**src/rtl/lfsr_sched_pkg.sv**
```systemverilog
// Shared types and constants for the LFSR burst scheduler.
package lfsr_sched_pkg;

  localparam int NUM_REQ = 2;
  localparam int MOD_W   = 3;

  typedef enum logic [1:0] {
    ST_IDLE = 2'd0,
    ST_SEED = 2'd1,
    ST_RUN  = 2'd2,
    ST_DONE = 2'd3
  } state_t;

  typedef logic req_id_t;

endpackage

```
**src/rtl/rr_arb2.sv**
```systemverilog
// Two-way round-robin arbiter: ptr names the requester favoured on a tie.
module rr_arb2
  import lfsr_sched_pkg::*;
(
  input  logic [NUM_REQ-1:0] req,
  input  req_id_t            ptr,
  output logic [NUM_REQ-1:0] win
);

  // a lone (or absent) request passes straight through as the one-hot winner
  always_comb begin
    win = 2'b00;
    if (req == 2'b11) begin
      win = ptr ? 2'b10 : 2'b01;
    end else begin
      win = req;
    end
  end

endmodule

```
**src/rtl/lfsr_sched.sv**
```systemverilog
// Schedules LFSR bursts for two requesters and returns last sample + signature.
// Optional macro LFSR_SCHED_SIG_EN enables the rotate-xor burst signature.
module lfsr_sched
  import lfsr_sched_pkg::*;
#(
  parameter int LEN_W = 4,
  parameter int Q_W   = 4
) (
  input  logic                   clk,
  input  logic                   rst_n,
  input  logic [NUM_REQ-1:0]     req,
  input  logic [2*MOD_W-1:0]     req_mode,
  input  logic [2*LEN_W-1:0]     req_len,
  output logic [NUM_REQ-1:0]     gnt,
  output logic                   lfsr_rst,
  output logic [MOD_W-1:0]       lfsr_mod,
  input  logic [Q_W-1:0]         lfsr_q,
  output logic                   res_valid,
  input  logic                   res_ready,
  output req_id_t                res_id,
  output logic [Q_W-1:0]         res_data,
  output logic [Q_W-1:0]         res_sig
);

  localparam logic [LEN_W:0] CNT_ONE = {{LEN_W{1'b0}}, 1'b1};

  state_t              state_r, state_nx_s;
  req_id_t             ptr_r, id_r, res_id_r;
  logic [MOD_W-1:0]    mode_r, mode_nx_s, win_mode_s, lfsr_mod_r;
  logic [LEN_W-1:0]    len_r, win_len_s;
  logic [LEN_W:0]      cnt_r;
  logic [NUM_REQ-1:0]  win_s, gnt_r;
  logic                win_id_s, grant_s, burst_nx_s;
  logic                lfsr_rst_r, res_valid_r;
  logic [Q_W-1:0]      res_data_r;

  rr_arb2 u_arb (
    .req (req),
    .ptr (ptr_r),
    .win (win_s)
  );

  assign win_id_s   = win_s[1];
  assign win_mode_s = win_id_s ? req_mode[2*MOD_W-1:MOD_W] : req_mode[MOD_W-1:0];
  assign win_len_s  = win_id_s ? req_len[2*LEN_W-1:LEN_W]  : req_len[LEN_W-1:0];
  assign grant_s    = (state_r == ST_IDLE) && (req != 2'b00);
  assign mode_nx_s  = grant_s ? win_mode_s : mode_r;
  assign burst_nx_s = (state_nx_s == ST_SEED) || (state_nx_s == ST_RUN);

  // next-state decode
  always_comb begin
    state_nx_s = state_r;
    case (state_r)
      ST_IDLE: begin
        if (req != 2'b00) state_nx_s = ST_SEED;
        else              state_nx_s = ST_IDLE;
      end
      ST_SEED: state_nx_s = ST_RUN;
      ST_RUN: begin
        if (cnt_r == CNT_ONE) state_nx_s = ST_DONE;
        else                  state_nx_s = ST_RUN;
      end
      ST_DONE: begin
        if (res_ready) state_nx_s = ST_IDLE;
        else           state_nx_s = ST_DONE;
      end
      default: state_nx_s = ST_IDLE;
    endcase
  end

  // state register
  always_ff @(posedge clk or negedge rst_n) begin
    if (!rst_n) state_r <= ST_IDLE;
    else        state_r <= state_nx_s;
  end

  // burst datapath and registered outputs, derived from the next state
  always_ff @(posedge clk or negedge rst_n) begin
    if (!rst_n) begin
      ptr_r       <= 1'b0;
      id_r        <= 1'b0;
      mode_r      <= {MOD_W{1'b0}};
      len_r       <= {LEN_W{1'b0}};
      cnt_r       <= {(LEN_W+1){1'b0}};
      gnt_r       <= 2'b00;
      lfsr_rst_r  <= 1'b1;
      lfsr_mod_r  <= {MOD_W{1'b0}};
      res_valid_r <= 1'b0;
      res_id_r    <= 1'b0;
      res_data_r  <= {Q_W{1'b0}};
    end else begin
      gnt_r       <= grant_s ? win_s : 2'b00;
      lfsr_rst_r  <= (state_nx_s != ST_RUN);
      lfsr_mod_r  <= burst_nx_s ? mode_nx_s : {MOD_W{1'b0}};
      res_valid_r <= (state_nx_s == ST_DONE);
      mode_r      <= mode_nx_s;
      if (grant_s) begin
        id_r  <= win_id_s;
        len_r <= win_len_s;
      end
      case (state_r)
        // a zero length field sets the extra MSB, giving 2^LEN_W samples
        ST_SEED: cnt_r <= {(len_r == {LEN_W{1'b0}}), len_r};
        ST_RUN: begin
          cnt_r      <= cnt_r - CNT_ONE;
          res_data_r <= lfsr_q;
          if (cnt_r == CNT_ONE) res_id_r <= id_r;
        end
        ST_DONE: begin
          if (res_ready) ptr_r <= ~id_r;
        end
        default: ;
      endcase
    end
  end

`ifdef LFSR_SCHED_SIG_EN
  logic [Q_W-1:0] sig_r;

  function automatic logic [Q_W-1:0] rotl1(input logic [Q_W-1:0] v);
    return {v[Q_W-2:0], v[Q_W-1]};
  endfunction

  // burst signature: rotate-left then fold in each sample
  always_ff @(posedge clk or negedge rst_n) begin
    if (!rst_n) begin
      sig_r <= {Q_W{1'b0}};
    end else if (state_r == ST_SEED) begin
      sig_r <= {Q_W{1'b0}};
    end else if (state_r == ST_RUN) begin
      sig_r <= rotl1(sig_r) ^ lfsr_q;
    end else begin
      sig_r <= sig_r;
    end
  end

  assign res_sig = sig_r;
`else
  assign res_sig = {Q_W{1'b0}};
`endif

  assign gnt       = gnt_r;
  assign lfsr_rst  = lfsr_rst_r;
  assign lfsr_mod  = lfsr_mod_r;
  assign res_valid = res_valid_r;
  assign res_id    = res_id_r;
  assign res_data  = res_data_r;

endmodule

```
**config.mk**
```make
export PLATFORM = sky130hd
export DESIGN_NAME = lfsr_sched
export DESIGN_NICKNAME = d
export VERILOG_FILES = /design/src/rtl/lfsr_sched_pkg.sv /design/src/rtl/rr_arb2.sv /design/src/rtl/lfsr_sched.sv
export SDC_FILE = /design/constraint.sdc
export NUM_CORES = 1
export LEC_CHECK = 0
export ABC_AREA = 1
export CELL_PAD_IN_SITES_DETAIL_PLACEMENT = 1
export CELL_PAD_IN_SITES_GLOBAL_PLACEMENT = 2
export CORE_MARGIN = 2
export CORE_UTILIZATION = 27
export CTS_CLUSTER_SIZE = 10
export DETAILED_ROUTE_END_ITERATION = 10
export GPL_TIMING_DRIVEN = 0
export PLACE_DENSITY = 0.9
export SYNTH_ARGS = -nofsm -noshare
export SYNTH_HDL_FRONTEND = slang
export SYNTH_SLANG_ARGS = --single-unit
```
**constraint.sdc**
```tcl
create_clock -name clk -period 2.1 [get_ports clk]
set_input_delay 0.21 -clock clk [delete_from_list [all_inputs] [get_ports clk]]
set_output_delay 0.21 -clock clk [all_outputs]
set_load 0.02 [all_outputs]
```
* After elaboration in Yosys (flattened, before gate mapping)
Cells that the tools add are included.
Operators by class: add/sub/neg operators 1, bitwise gates (word level) 1, equal/unequal tests 9, reductions and logical operators 8, mux-type cells 12
Operators with widths (count):
- equality test 2 bit, second input constant | 5
- case mux 5 bit (2 select lines) | 1
- 2-to-1 mux 3 bit | 3
- 2-to-1 mux 2 bit | 4
- case mux 2 bit (4 select lines) | 1
- equality test 5 x 1 -> 1 bit, second input constant | 1
- subtractor 5 x 1 -> 5 bit, second input constant | 1
- equality test 2 x 1 -> 1 bit, second input constant | 2
- zero test 4 bit | 1
- 2-to-1 mux 4 bit | 1
- AND reduction 2 bit | 2
- nonzero test 2 bit | 2
- zero test 2 bit | 1
- 2-to-1 mux 1 bit | 2
- != test 2 bit, second input constant | 1
- logical AND 1 bit | 1
- logical OR 1 bit | 1
- NOT 1 bit | 1
Word-level totals: bits of input ports 23, output and inout port bits 16, register bits after elaboration 28

* Logic depth before layout (Yosys ltp)
depth in word-level cells 6, depth in mapped cells 9

* Cells and area by module
Synthesis repeated with hierarchy kept, for this count alone.
Unflattened totals: cell total of the unflattened synthesis 165, area, all modules 1387.6 um^2
Modules (own cells, without submodules):
- lfsr_sched | cells an instance 160, times used 1, sequential area each 701.9 um^2, area an instance 1366.3 um^2
- rr_arb2 | cells an instance 5, times used 1, sequential area each 0.0 um^2, area an instance 21.3 um^2

* Least setup slack after synthesis
Ideal clock, no wire load.
path type register to register, from reg state_r[0], to reg lfsr_mod_r[0] (netlist: lfsr_mod[0]), cell stages (with the launch flop) 10, setup slack 0.524 ns, buffers on the path 0, data required time 2.028 ns, setup time 0.072 ns, data arrival time 1.504 ns, period minus slack after synthesis 1.576 ns, cell sequence dfrtp_1 inv_1 ha_1 inv_1 nor2_1 nand3_1 nand2_1 nand2_1 ha_1 nor2_1
On the way: longest elaborated chain between the ends 5
Ends and longest elaborated chain:
- start: declaration | line lfsr_sched.sv:27 | state_t state_r, state_nx_s;
- start signal: assignment | line lfsr_sched.sv:74 | else state_r <= state_nx_s;
- equality test 2 bit, or another cell as far along | line lfsr_sched.sv:53 | case (state_r)
- case mux 2 bit (4 select lines) | line lfsr_sched.sv:53
- equality test 2 x 1 -> 1 bit / equality test 2 bit (equally long branches) | line lfsr_sched.sv:48 | assign burst_nx_s = (state_nx_s == ST_SEED) || (state_nx_s == ST_RUN);
- logical OR 1 bit | line lfsr_sched.sv:48
- 2-to-1 mux 3 bit (*) | line lfsr_sched.sv:94 | lfsr_mod_r <= burst_nx_s ? mode_nx_s : {MOD_W{1'b0}};
- end signal: assignment | line lfsr_sched.sv:87 | lfsr_mod_r <= {MOD_W{1'b0}};
- end signal: assignment | line lfsr_sched.sv:94
- end: declaration | line lfsr_sched.sv:29 | logic [MOD_W-1:0] mode_r, mode_nx_s, win_mode_s, lfsr_mod_r;
Every way passes the cells marked *; elsewhere a longest branch is shown, timed or not. A chain may end at the register's enable or synchronous reset.

* Worst setup path after layout
from reg state_r[0], to reg lfsr_mod_r[1] (netlist: lfsr_mod[1])
Same word-level chain as after synthesis.

==> results.md <==
* Outcome: complete, no violations
* RSZ-0062 raised after global routing: false
* First-pass iteration count of the detailed router at 4
* Fin. max-slew vios at 0
* Count of final setup violators at 0
* WS Path Type: flop to flop
* Fmax achieved at approximately 540 MHz
* First-pass GRT wire length at 5460 um
* Final nets at 234
* Register area share after synthesis at 51.7%
* CTS Buf Count at 3
* Antenna viol nets, final at 0
* CP Launch Type: flop
* Synthesized area at 1360 um^2
* Clock Sink Count at 28
* Initial Util at 28.4%
* Worst Reg2Reg Path Length in Cells at 9
* Share of cells above drive strength 1 at 7.92%
* Fin util at 38.7%
* Routed vias/inst at 4.28
* Root Driver: clkbuf_8
* H-tree Lvls at 1
* Worst EP required at 2.31 ns
* Worst-path clk slew at ~0.090 ns
* Die area at 5620 um^2
* Via count at 1152
* Maximum clock insertion buffer count at 2
* Yosys cell types at 21
* Antenna Cells at 0
* Met2 GRT Util at ~22%
* Drt total wl at 3190 um
* Fin crit share at 87.9%
* Fin Clk Skew at 0.00354 ns
* Die Wd at between 70 and 80 um
* Gr usage total at 12.9%
* Post-route DRC violation count at 0
* Largest net degree at the start of global routing at 29
* Syn-to-layout area delta at 36.5%
* Yosys reg bits at 28
* Total negative slack at 0 ns
* DP HPWL at 2470 um
* Crit. End Element: flop
* Slew @ Worst Pin at 0.627 ns
* Die height at ~75 um
* P_leak at 0.897 nW
* RD Place Congestion at 0.751
* GR peak layer: met2
* Core box area at 4790 um^2
* Synth Instances at 160
* Most frequent cells in the layout: nand2_1, clkdlybuf4s50_1, dfrtp_1, nor2_1, inv_1
* Row cnt at 25
* Power Density at 1420 nW/um^2
* Maxcap violations at 0
* DRT iter0 DRCs at 21
* Met1 Use GR at 16.1%
* Io pins at 39
* Most common cell after layout, fill and taps aside: nand2_1
* CTS tree: yes
* Warnings, synthesis at 0
* Initial antenna violation count at 0
* Post-layout min period at 1.85 ns
* Met3 Resource Use GR at 2.54%
* Critical R2R Capture: lfsr_mod[1]
* Worst hold path class: primary input to flop
* Normalized max-slew margin at 58.2%
* Post-CTS Repair Setup Buffers at 0
* Crit-path max FO at 8
* Final hold violation count at 0
* Setup slack, reg-to-reg at 0.25 ns
* Beginning of the critical path: state_r[0]
* Routed len/inst at 11.9 um
* GRT overflow at 0
* Post-Synthesis Mean Instance Area at 8.49 um^2
* Data arrival, critical path at 2.05 ns
* Overall Power at 2.64 mW
* Worst VDD drop at 0.000535 V
* Clock latency on the worst-skew pair at 0.27 ns
* Critical R2R Launch: state_r[0]
* Setup crit end: lfsr_mod[1]
* Vias in the first global route at 1231
* Port Buffers at 34
layout make-up:
cell class / count / area (um^2)
Clock buffer: 4 / 55.1
Inverter: 16 / 60.1
Buffer: 7 / 47.5
Tap cell: 67 / 83.8
Timing Repair Buffer: 35 / 345
Fill cell: 572 / 2930
Multi-Input combinational cell: 112 / 561
Sequential cell: 28 / 702
metrics by stage:
stage	cells	instance area, um^2	hold slack (ns)	setup slack [ns]
3_3_place_gp	264	1790	0.458	0.240
2_1_floorplan	163	1370	-0.0856	0.524
3_5_place_dp	264	1790	0.467	0.200
4_1_cts	268	1850	0.464	0.154
6_report	269	1850	0.468	0.253
5_1_grt	269	1850	0.481	0.0467
sequential cells by signal, summed over array words and instances, names as in the netlist:
signal     count
id_r           1
len_r          4
res_valid      1
res_id         1
state_r        2
res_data       4
lfsr_rst       1
gnt            2
lfsr_mod       3
cnt_r          5
mode_r         3
ptr_r          1
worst max-delay path, cell delays in order, from the launching register on:
cell,delay [ns]
dfrtp_1,0.39
inv_1,0.14
ha_1,0.24
inv_2,0.10
nor2_1,0.14
nand3_1,0.15
nand2_1,0.10
nand2_1,0.07
ha_1,0.33
nor2_1,0.12
worst min-delay path by stage:
| stage | from | to | slack [ns] | cells past startpoint |
|---|---|---|---|---|
| CTS | lfsr_q[0] | res_data[0] | 0.46 | 3 |
| global placement | res_data[2] | res_data[2] | 0.46 | 2 |
| floorplan | rst_n | cnt_r[0] | -0.09 | 0 |
| detailed placement | res_data[1] | res_data[1] | 0.47 | 2 |
| finish | lfsr_q[0] | res_data[0] | 0.47 | 3 |
| global route | lfsr_q[2] | res_data[2] | 0.48 | 3 |
Yosys cell counts:
master	number	area share, %
o22ai_1	1	0.46
buf_4	5	2.8
o21bai_1	1	0.55
nand2_2	1	0.46
nor2_1	17	4.7
or2_2	1	0.46
nor3_1	1	0.37
nand3b_1	1	0.55
conb_1	1	0.28
or2_1	2	0.92
inv_1	16	4.4
dfrtp_1	27	50
nand3_1	12	4.4
ha_1	8	7.4
a211oi_1	1	0.55
dfstp_2	1	1.9
o21ai_0	8	2.9
buf_2	2	0.74
nand2_1	39	11
a21oi_1	14	5.2
a31oi_1	1	0.46
layer usage:
layer | share of wire [%] | routed length, um | vias up
li1 | - | - | 585
met1 | 45 | 1440 | 545
met2 | 50 | 1600 | 20
met3 | 3.7 | 119 | 2
met4 | 1.3 | 40 | 0
met5 | 0 | 0 | -
cell families after synthesis:
kind of cell / Yosys count / share of synthesized area [%]
compound gates: 26 / 10.1
fa+ha+maj: 8 / 7.37
buf+inv: 23 / 7.92
flops: 28 / 51.7
other cells: 1 / 0.276
simple gates: 74 / 22.7
report_power, final:
part	total, mW	switching (mW)	leakage, nW	internal [mW]
clock	0.330	0.162	0.0288	0.168
sequential	0.944	0.137	0.336	0.807
combinational	1.36	0.810	0.532	0.554
total	2.64	1.11	0.897	1.53
repair_timing:
item	4_1_cts	5_1_grt
endpoints found under the hold margin	0	27
endpoints found under the setup margin	0	2
hold buffers	0	1
gates resized for setup	0	1
Note: power is estimated with default switching activity, not from simulation.
